===== src/rtl/iencode_loader.sv =====
// iencode_loader: packs decoded instruction fields into 32-bit words,
// buffers them in a FIFO and writes them to consecutive memory addresses.
//
// Ports:
//   clk, rst              clock, asynchronous active-high reset
//   in_valid/in_ready     field-set handshake (ctrl, rd, rs, rt, shift, imm)
//   mem_we/mem_addr/      memory write request, word address and data;
//   mem_wdata/mem_ack       the request is held until mem_ack
//   count                 words written since reset
//   done                  last address written, loader stopped
//   imm_err               sticky: an immediate did not fit in 16 bits
module iencode_loader #(
  parameter int DEPTH  = 4,
  parameter int ADDR_W = 10,
  parameter int BASE   = 0
) (
  input  logic              clk,
  input  logic              rst,
  input  logic              in_valid,
  output logic              in_ready,
  input  logic [11:0]       ctrl,
  input  logic [4:0]        rd,
  input  logic [4:0]        rs,
  input  logic [4:0]        rt,
  input  logic [4:0]        shift,
  input  logic [31:0]       imm,
  output logic              mem_we,
  output logic [ADDR_W-1:0] mem_addr,
  output logic [31:0]       mem_wdata,
  input  logic              mem_ack,
  output logic [ADDR_W:0]   count,
  output logic              done,
  output logic              imm_err
);

  localparam int PW = $clog2(DEPTH);

  typedef enum logic [1:0] {
    S_IDLE,
    S_WRITE,
    S_DONE
  } state_e;

  state_e            state_q, state_d;
  logic [ADDR_W-1:0] ptr_q, ptr_d;
  logic [ADDR_W:0]   count_q, count_d;
  logic              imm_err_q, imm_err_d;

  logic [31:0]       fifo_q [DEPTH];
  logic [PW:0]       wr_ptr_q, wr_ptr_d;
  logic [PW:0]       rd_ptr_q, rd_ptr_d;
  logic [PW:0]       occ;
  logic              full, empty;

  logic [5:0]        opc, func;
  logic [31:0]       word;
  logic              imm_bad;
  logic              push, pop, more;

  assign opc  = ctrl[11:6];
  assign func = ctrl[5:0];

  // R-type when OPC is zero, otherwise I-type with truncated immediate
  always_comb begin
    word = '0;
    if (opc == 6'd0) begin
      word = {6'd0, rd, rs, rt, shift, func};
    end else begin
      word = {opc, rd, rs, imm[15:0]};
    end
  end

  // imm[31:15] must be a pure sign extension to fit 16 bits
  assign imm_bad = (opc != 6'd0) &&
                   !((&imm[31:15]) || !(|imm[31:15]));

  assign occ   = wr_ptr_q - rd_ptr_q;
  assign full  = (occ == (PW+1)'(DEPTH));
  assign empty = (occ == '0);

  assign push = in_valid && in_ready;
  assign pop  = (state_q == S_WRITE) && mem_ack;

  // an entry remains after the pop, counting a same-cycle push
  assign more = (occ > (PW+1)'(1)) || push;

  always_comb begin
    wr_ptr_d  = wr_ptr_q;
    rd_ptr_d  = rd_ptr_q;
    imm_err_d = imm_err_q;
    if (push) begin
      wr_ptr_d = wr_ptr_q + (PW+1)'(1);
      if (imm_bad) imm_err_d = 1'b1;
    end
    if (pop) begin
      rd_ptr_d = rd_ptr_q + (PW+1)'(1);
    end
  end

  always_ff @(posedge clk) begin
    if (push) fifo_q[wr_ptr_q[PW-1:0]] <= word;
  end

  always_ff @(posedge clk or posedge rst) begin
    if (rst) begin
      wr_ptr_q  <= '0;
      rd_ptr_q  <= '0;
      imm_err_q <= 1'b0;
    end else begin
      wr_ptr_q  <= wr_ptr_d;
      rd_ptr_q  <= rd_ptr_d;
      imm_err_q <= imm_err_d;
    end
  end

  // state register
  always_ff @(posedge clk or posedge rst) begin
    if (rst) begin
      state_q <= S_IDLE;
      ptr_q   <= ADDR_W'(BASE);
      count_q <= '0;
    end else begin
      state_q <= state_d;
      ptr_q   <= ptr_d;
      count_q <= count_d;
    end
  end

  // next-state logic
  always_comb begin
    state_d = state_q;
    ptr_d   = ptr_q;
    count_d = count_q;
    unique case (state_q)
      S_IDLE: begin
        if (!empty) state_d = S_WRITE;
      end
      S_WRITE: begin
        if (mem_ack) begin
          count_d = count_q + (ADDR_W+1)'(1);
          // top address: stop rather than wrap
          if (&ptr_q) begin
            state_d = S_DONE;
          end else begin
            ptr_d   = ptr_q + ADDR_W'(1);
            state_d = more ? S_WRITE : S_IDLE;
          end
        end
      end
      S_DONE: begin
        state_d = S_DONE;
      end
      default: begin
        state_d = S_IDLE;
      end
    endcase
  end

  // outputs; in_ready uses registered state only
  always_comb begin
    in_ready  = !full && (state_q != S_DONE);
    mem_we    = (state_q == S_WRITE);
    mem_wdata = '0;
    if (state_q == S_WRITE) begin
      mem_wdata = fifo_q[rd_ptr_q[PW-1:0]];
    end
    mem_addr  = ptr_q;
    count     = count_q;
    done      = (state_q == S_DONE);
    imm_err   = imm_err_q;
  end

endmodule


===== config.mk =====
export PLATFORM = sky130hd
export DESIGN_NAME = iencode_loader
export DESIGN_NICKNAME = d
export VERILOG_FILES = /design/src/rtl/iencode_loader.sv
export SDC_FILE = /design/constraint.sdc
export NUM_CORES = 1
export LEC_CHECK = 0
export ABC_AREA = 1
export BUFFER_PORTS_ARGS = -buffer_cell sky130_fd_sc_hd__buf_4
export CORE_MARGIN = 10
export CORE_UTILIZATION = 50
export DETAILED_ROUTE_END_ITERATION = 8
export PLACE_DENSITY_LB_ADDON = 0.08
export REMOVE_ABC_BUFFERS = 1
export SLEW_MARGIN = 15
export SYNTH_ARGS = -nofsm -noshare
export SYNTH_HDL_FRONTEND = slang
export SYNTH_SLANG_ARGS = --single-unit

===== constraint.sdc =====
create_clock -name clk -period 3.3 [get_ports clk]
set_input_delay 0 -clock clk [delete_from_list [all_inputs] [get_ports clk]]
set_output_delay 0 -clock clk [all_outputs]
set_load 0.1 [all_outputs]

==> flow_summary.yaml, run 1 <==
status:
  status: "finished, final reports clean"
yosys:
  synth_mux_area_share_pct: 0
  yosysSeqAreaShare_pct: 66.8
  synth_top_family_by_area: "simple AND/OR/NAND/NOR gates"
  synth_top_flop_cell: "edfxtp_1"
  synth_compound_area_share_pct: 7.63
  synth-simple-area-share_pct: 17.4
  synth_xor_area_share_pct: 2.54
  synthArstFlopShare_pct: 19.0
  synth.distinct_cells: 34
  synth_cells: 639
  synth.avg_cell_area_sq_um: 10.8
  synth_edf_count: 128
  netlist_area_sq_um: 6880
  synth-adder-area-share_pct: 1.75
  yosysWarnings: 0
  synth_seq_cells: 158
run:
  drv_cap: 0
worst_hold_path:
  hp-class: "in2reg"
global_routing:
  grt_pass1_vias: 5366
  top_usage_layer: "met2"
  overflow: 0
  grt_pass1_wl_mm: 26.8
  grt_use_total_pct: 18.1
  gr-usage-met2_pct: 30.3
  grt_util_met1_pct: 22.1
  grt_use_met3_pct: 4.59
  grt_antenna_before_repair: 0
  grt_max_degree: 68
worst_setup_path:
  crit_path_end_kind: "primary output"
  r2r-end: "fifo_q[0][26]$_DFFE_PP_"
  startpoint: "rd_ptr_q[1]$_DFFE_PP0P_"
  rr_worst_depth: 9
  endpoint: "mem_wdata[9]"
  r2r_slack_ns: 0.59
  crit_fanout: 34
  arrival_ns: 2.85
  worstSetupPathType: "reg2out"
  r2r_start: "wr_ptr_q[0]$_DFFE_PP0P_"
  cp.required_ns: 3.30
  start_kind: "flip-flop"
clock_tree:
  clk_pin_slew_ns: 0.06
  cts_tree: "yes"
  root_buffer: "clkbuf_16"
  cts_setup_buffers: 0
  insertion_delay_ns: 0.42
  htreeDepth: 4
  cts_made_buffers: 17
  cts.sinks: 158
  cts_buffer_depth: 2
drt:
  dr.pass1.iters: 5
  final_antenna_net_count: 0
  dr.first_iter.drc_count: 370
  dr_total_vias: 5214
  drt-total-wl_mm: 16.7
  avgViaCountPerCell: 5.21
  wl_per_cell_um: 16.7
  drc: 0
die:
  rows: 42
  ios: 125
  core_region_area_sq_um: 13300
  start_util_pct: 51.6
  die_h_um: 137
  die_w_um: 137
  dieArea_sq_um: 18900
sta:
  setup_violations: 0
  grt_setup_unrepaired: "false"
  holdWs_ns: 0.0254
  post-route-min-period_ns: 2.85
  finalSetupTns_ns: 0
  fmax_mhz: 351
  slew_headroom_pct: 50.5
  finalClockSkew_ns: 0.00604
  drv_slew: 0
  period_share_pct: 86.3
  final_hold_viol_count: 0
  tightest_slew_ns: 0.743
final_layout:
  final_cell_count_no_fill: 1000
  fin_nets: 888
  drive_above_1_share_pct: 22.5
  diodes: 0
  mostFrequentLayoutCells: "nor2_1, buf_4, edfxtp_1, nand2_1, o21ai_0"
  final_common_cell: "nor2_1"
  fillers: 1013
  post-route-cell-area_sq_um: 9140
  area_delta_synth_final_pct: 32.8
place:
  dp_hpwl_mm: 10.6
  gp_congestion: 0.828
  io_buffers: 124
  place_area_sq_um: 8060
  dp.cells: 918
pwr:
  powerDensity_nw_per_um2: 475
  p_leak_uw: 0.00375
  ir_worst_vdd_mv: 0.274
## final cells by class
cell class	instances	area (sq um)	area share [%]
multi-input combinational	413	2050	22.5
timing repair buffer	185	1550	17.0
clock inverter	9	81.3	0.890
clock buffer	23	499	5.46
inverter	36	141	1.55
sequential	158	4600	50.3
tap	176	220	2.41
## routing by layer
layer / vias to the layer above / share of wire [%]
li1: 2512 / -
met1: 2526 / 42
met2: 153 / 50
met3: 23 / 6.4
met4: 0 / 1.9
met5: - / 0
## power by group
group | switching (uW) | total, uW | internal (uW)
combinational | 152 | 285 | 133
sequential | 3.32 | 2160 | 2160
clock | 748 | 1890 | 1140
total | 904 | 4340 | 3440
## worst min-delay path by stage
stage,startpoint,endpoint,slack (ns),cells after the start
floorplan,rst,count[0]$_DFFE_PP0P_,0.09,1
global placement,rst,count[10]$_DFFE_PP0P_,0.11,3
detailed placement,rst,count[5]$_DFFE_PP0P_,0.11,3
CTS,shift[2],fifo_q[0][8]$_DFFE_PP_,0.01,3
global route,shift[0],fifo_q[1][6]$_DFFE_PP_,0.04,3
finish,shift[0],fifo_q[1][6]$_DFFE_PP_,0.03,3
## critical path, cell delays in order, from the launching register on
cell	delay, ns
dfrtp_1	0.37
buf_4	0.42
clkinvlp_4	0.71
nor2_1	0.27
o21ai_0	0.11
a21oi_1	0.20
buf_4	0.34
## state kept, by name, indices dropped and copies added, names as in the netlist
| name | count |
|---|---|
| count | 11 |
| rd_ptr_q | 3 |
| wr_ptr_q | 3 |
| mem_addr | 10 |
| state_q | 2 |
| imm_err | 1 |
| fifo_q | 128 |
## cell families after synthesis
family	after synthesis
compound gates	104
xor+xnor	20
fa+ha+maj	9
buf+inv	68
flops	158
simple gates	280
## synth_stat cells (5+ instances only)
master    number  share of area [%]
inv_1         32                1.7
clkbuf_1      21                1.1
edfxtp_1     128                 56
nand4_1        6               0.55
xor2_1        15                1.9
ha_1           8                1.5
nand2_1       76                4.1
a21oi_1       32                2.3
xnor2_1        5               0.64
nor2_1       154                8.4
o21ai_1       10               0.73
nand3_1       28                2.0
o21ai_0       60                4.4
buf_2          8               0.58
dfrtp_1       30                 11
## through the flow
stage	util (%)	total power, uW	setup WS, ns
after floorplan	-	2320	-0.994
after global placement	60.4	2440	0.696
after detailed placement	60.4	2440	0.614
after CTS	68.5	4360	0.494
after global routing	68.5	4480	0.270
final	68.5	4340	0.453
## repair_timing
action / CTS / global route
endpoints found under the hold margin: 159 / 0
hold buffers: 50 / 0
gates resized for setup: 0 / 1
endpoints found under the setup margin: 0 / 32
(Power assumes the default switching activity.)
==> run 2: changes to the inputs <==
--- a/config.mk
+++ b/config.mk
@@ -8,7 +8,7 @@
 export ABC_AREA = 1
 export BUFFER_PORTS_ARGS = -buffer_cell sky130_fd_sc_hd__buf_4
 export CORE_MARGIN = 10
-export CORE_UTILIZATION = 50
+export CORE_UTILIZATION = 40
 export DETAILED_ROUTE_END_ITERATION = 8
 export PLACE_DENSITY_LB_ADDON = 0.08
 export REMOVE_ABC_BUFFERS = 1
==> flow_summary.yaml, run 2 (synthesis results as in run 1) <==
status:
  status: "finished, final reports clean"
sta:
  tightest_slew_ns: 0.815
  finalClockSkew_ns: 0.00709
  drv_slew: 0
  post-route-min-period_ns: 2.82
  final_hold_viol_count: 0
  setup_violations: 0
  fmax_mhz: 354
  slew_headroom_pct: 45.6
  holdWs_ns: 0.00653
  period_share_pct: 85.5
  grt_setup_unrepaired: "false"
worst_setup_path:
  worstSetupPathType: "reg2out"
  arrival_ns: 2.82
  crit_path_end_kind: "primary output"
  r2r_slack_ns: 0.63
  start_kind: "flip-flop"
  r2r_start: "wr_ptr_q[0]$_DFFE_PP0P_"
  crit_fanout: 67
  startpoint: "rd_ptr_q[0]$_DFFE_PP0P_"
  cp.required_ns: 3.30
pwr:
  ir_worst_vdd_mv: 0.391
  p_leak_uw: 0.00374
  pwr-share-clk_pct: 44.9
  pwr-share-seq_pct: 48.7
  powerDensity_nw_per_um2: 485
  p_int_uw: 3540
  combinationalPowerShare_pct: 6.4
  p_sw_share_pct: 20.1
  power.switching_uw: 894
die:
  dieArea_sq_um: 22900
  die_w_um: 151
  rows: 47
  core_region_area_sq_um: 16700
  start_util_pct: 41.2
  die_h_um: 151
  ios: 125
final_layout:
  largest_register_ffs: 128
  final_common_cell: "nor2_1"
  area_delta_synth_final_pct: 33.1
  diodes: 0
  post-route-cell-area_sq_um: 9160
  mostFrequentLayoutCells: "nor2_1, buf_4, edfxtp_1, nand2_1, o21ai_0"
  fin_nets: 885
  drive_above_1_share_pct: 22.4
global_routing:
  grt_max_degree: 68
  grt_pass1_wl_mm: 27.3
  overflow: 0
  grt_pass1_vias: 5229
  grt_use_total_pct: 15.4
  grt_antenna_before_repair: 0
clock_tree:
  cts_made_buffers: 17
  cts.sinks: 158
  cts_tree: "yes"
  cts_setup_buffers: 0
  clk_pin_slew_ns: 0.06
  root_buffer: "clkbuf_16"
  cts_buffer_depth: 2
  htreeDepth: 4
  insertion_delay_ns: 0.41
worst_hold_path:
  holdCritStartpoint: "ctrl[2]"
  hp-class: "in2reg"
drt:
  dr.pass1.iters: 7
  dr_total_vias: 5107
  drt-total-wl_mm: 17.4
  avgViaCountPerCell: 4.91
  final_antenna_net_count: 0
  drc: 0
  dr.first_iter.drc_count: 305
  wl_per_cell_um: 16.8
place:
  io_buffers: 124
  gp_congestion: 0.800
  dp_hpwl_mm: 11.3
  place_area_sq_um: 8100
run:
  drv_cap: 0
run 2: cell count changes in the layout (fill, tap and decap cells not counted), moves of 2 or more:
cell / change
dlygate4sd3_1: -4
buf_4: +3
bufinv_16: +3
clkbuf_8: -3
buf_12: -2
run 2: power by group through the flow:
stage               clock, uW  combinational, uW  sequential, uW
global placement            0                235            2200
detailed placement          0                240            2200
CTS                      2040                285            2160
finish                   1990                282            2160
global route             2110                312            2160
floorplan                   0               85.9            2230
run 2: repair_timing:
action                                 CTS  global route
hold buffers                            46             0
resized for setup                        0             0
endpoints found under the hold margin  149             0
run 2: area by class of cell:
cell class,count,area [sq um]
clock buffer,19,433
fill,1492,7540
sequential,158,4600
clock inverter,12,170
multi-input combinational,413,2050
tap,220,275
inverter,36,138
timing repair buffer,182,1490
run 2: per-layer routing:
layer / up-vias / track usage, % / routed length (um) / share of wire, %
li1: 2503 / - / - / -
met1: 2457 / 17.7 / 7240 / 42
met2: 139 / 26.5 / 8870 / 51
met3: 8 / 5.85 / 1190 / 6.8
met4: 0 / 3.85 / 130 / 0.75
met5: - / 0 / 0 / 0
run 2: worst max-delay path, cell delays in order (launching register included):
cell and delay, ns:
dfrtp_2 0.40, buf_4 0.33, inv_2 0.42, buf_4 0.45
o21ai_0 0.17, a21oi_1 0.23, buf_4 0.34
run 2: final timing paths:
path / endpoint / depth (start not counted)
worst max-delay path: mem_wdata[4] / 6
worst min-delay path: fifo_q[3][2]$_DFFE_PP_ / 3
worst max register to register: fifo_q[2][6]$_DFFE_PP_ / 9
worst min register to register: count[10]$_DFFE_PP0P_ / 1
max in group asynchronous: rd_ptr_q[1]$_DFFE_PP0P_ / 4
min in group asynchronous: mem_addr[9]$_DFFE_PP0P_ / 3
run 2: stage by stage:
step	instances	util (%)	worst slack [ns]	TNS [ns]	total power (uW)
global placement	963	48.5	0.711	0	2440
floorplan	607	-	-0.994	-123.42	2320
global route	1040	54.8	0.266	0	4590
detailed placement	963	48.5	0.638	0	2440
finish	1040	54.8	0.478	0	4440
CTS	1040	54.8	0.471	0	4490
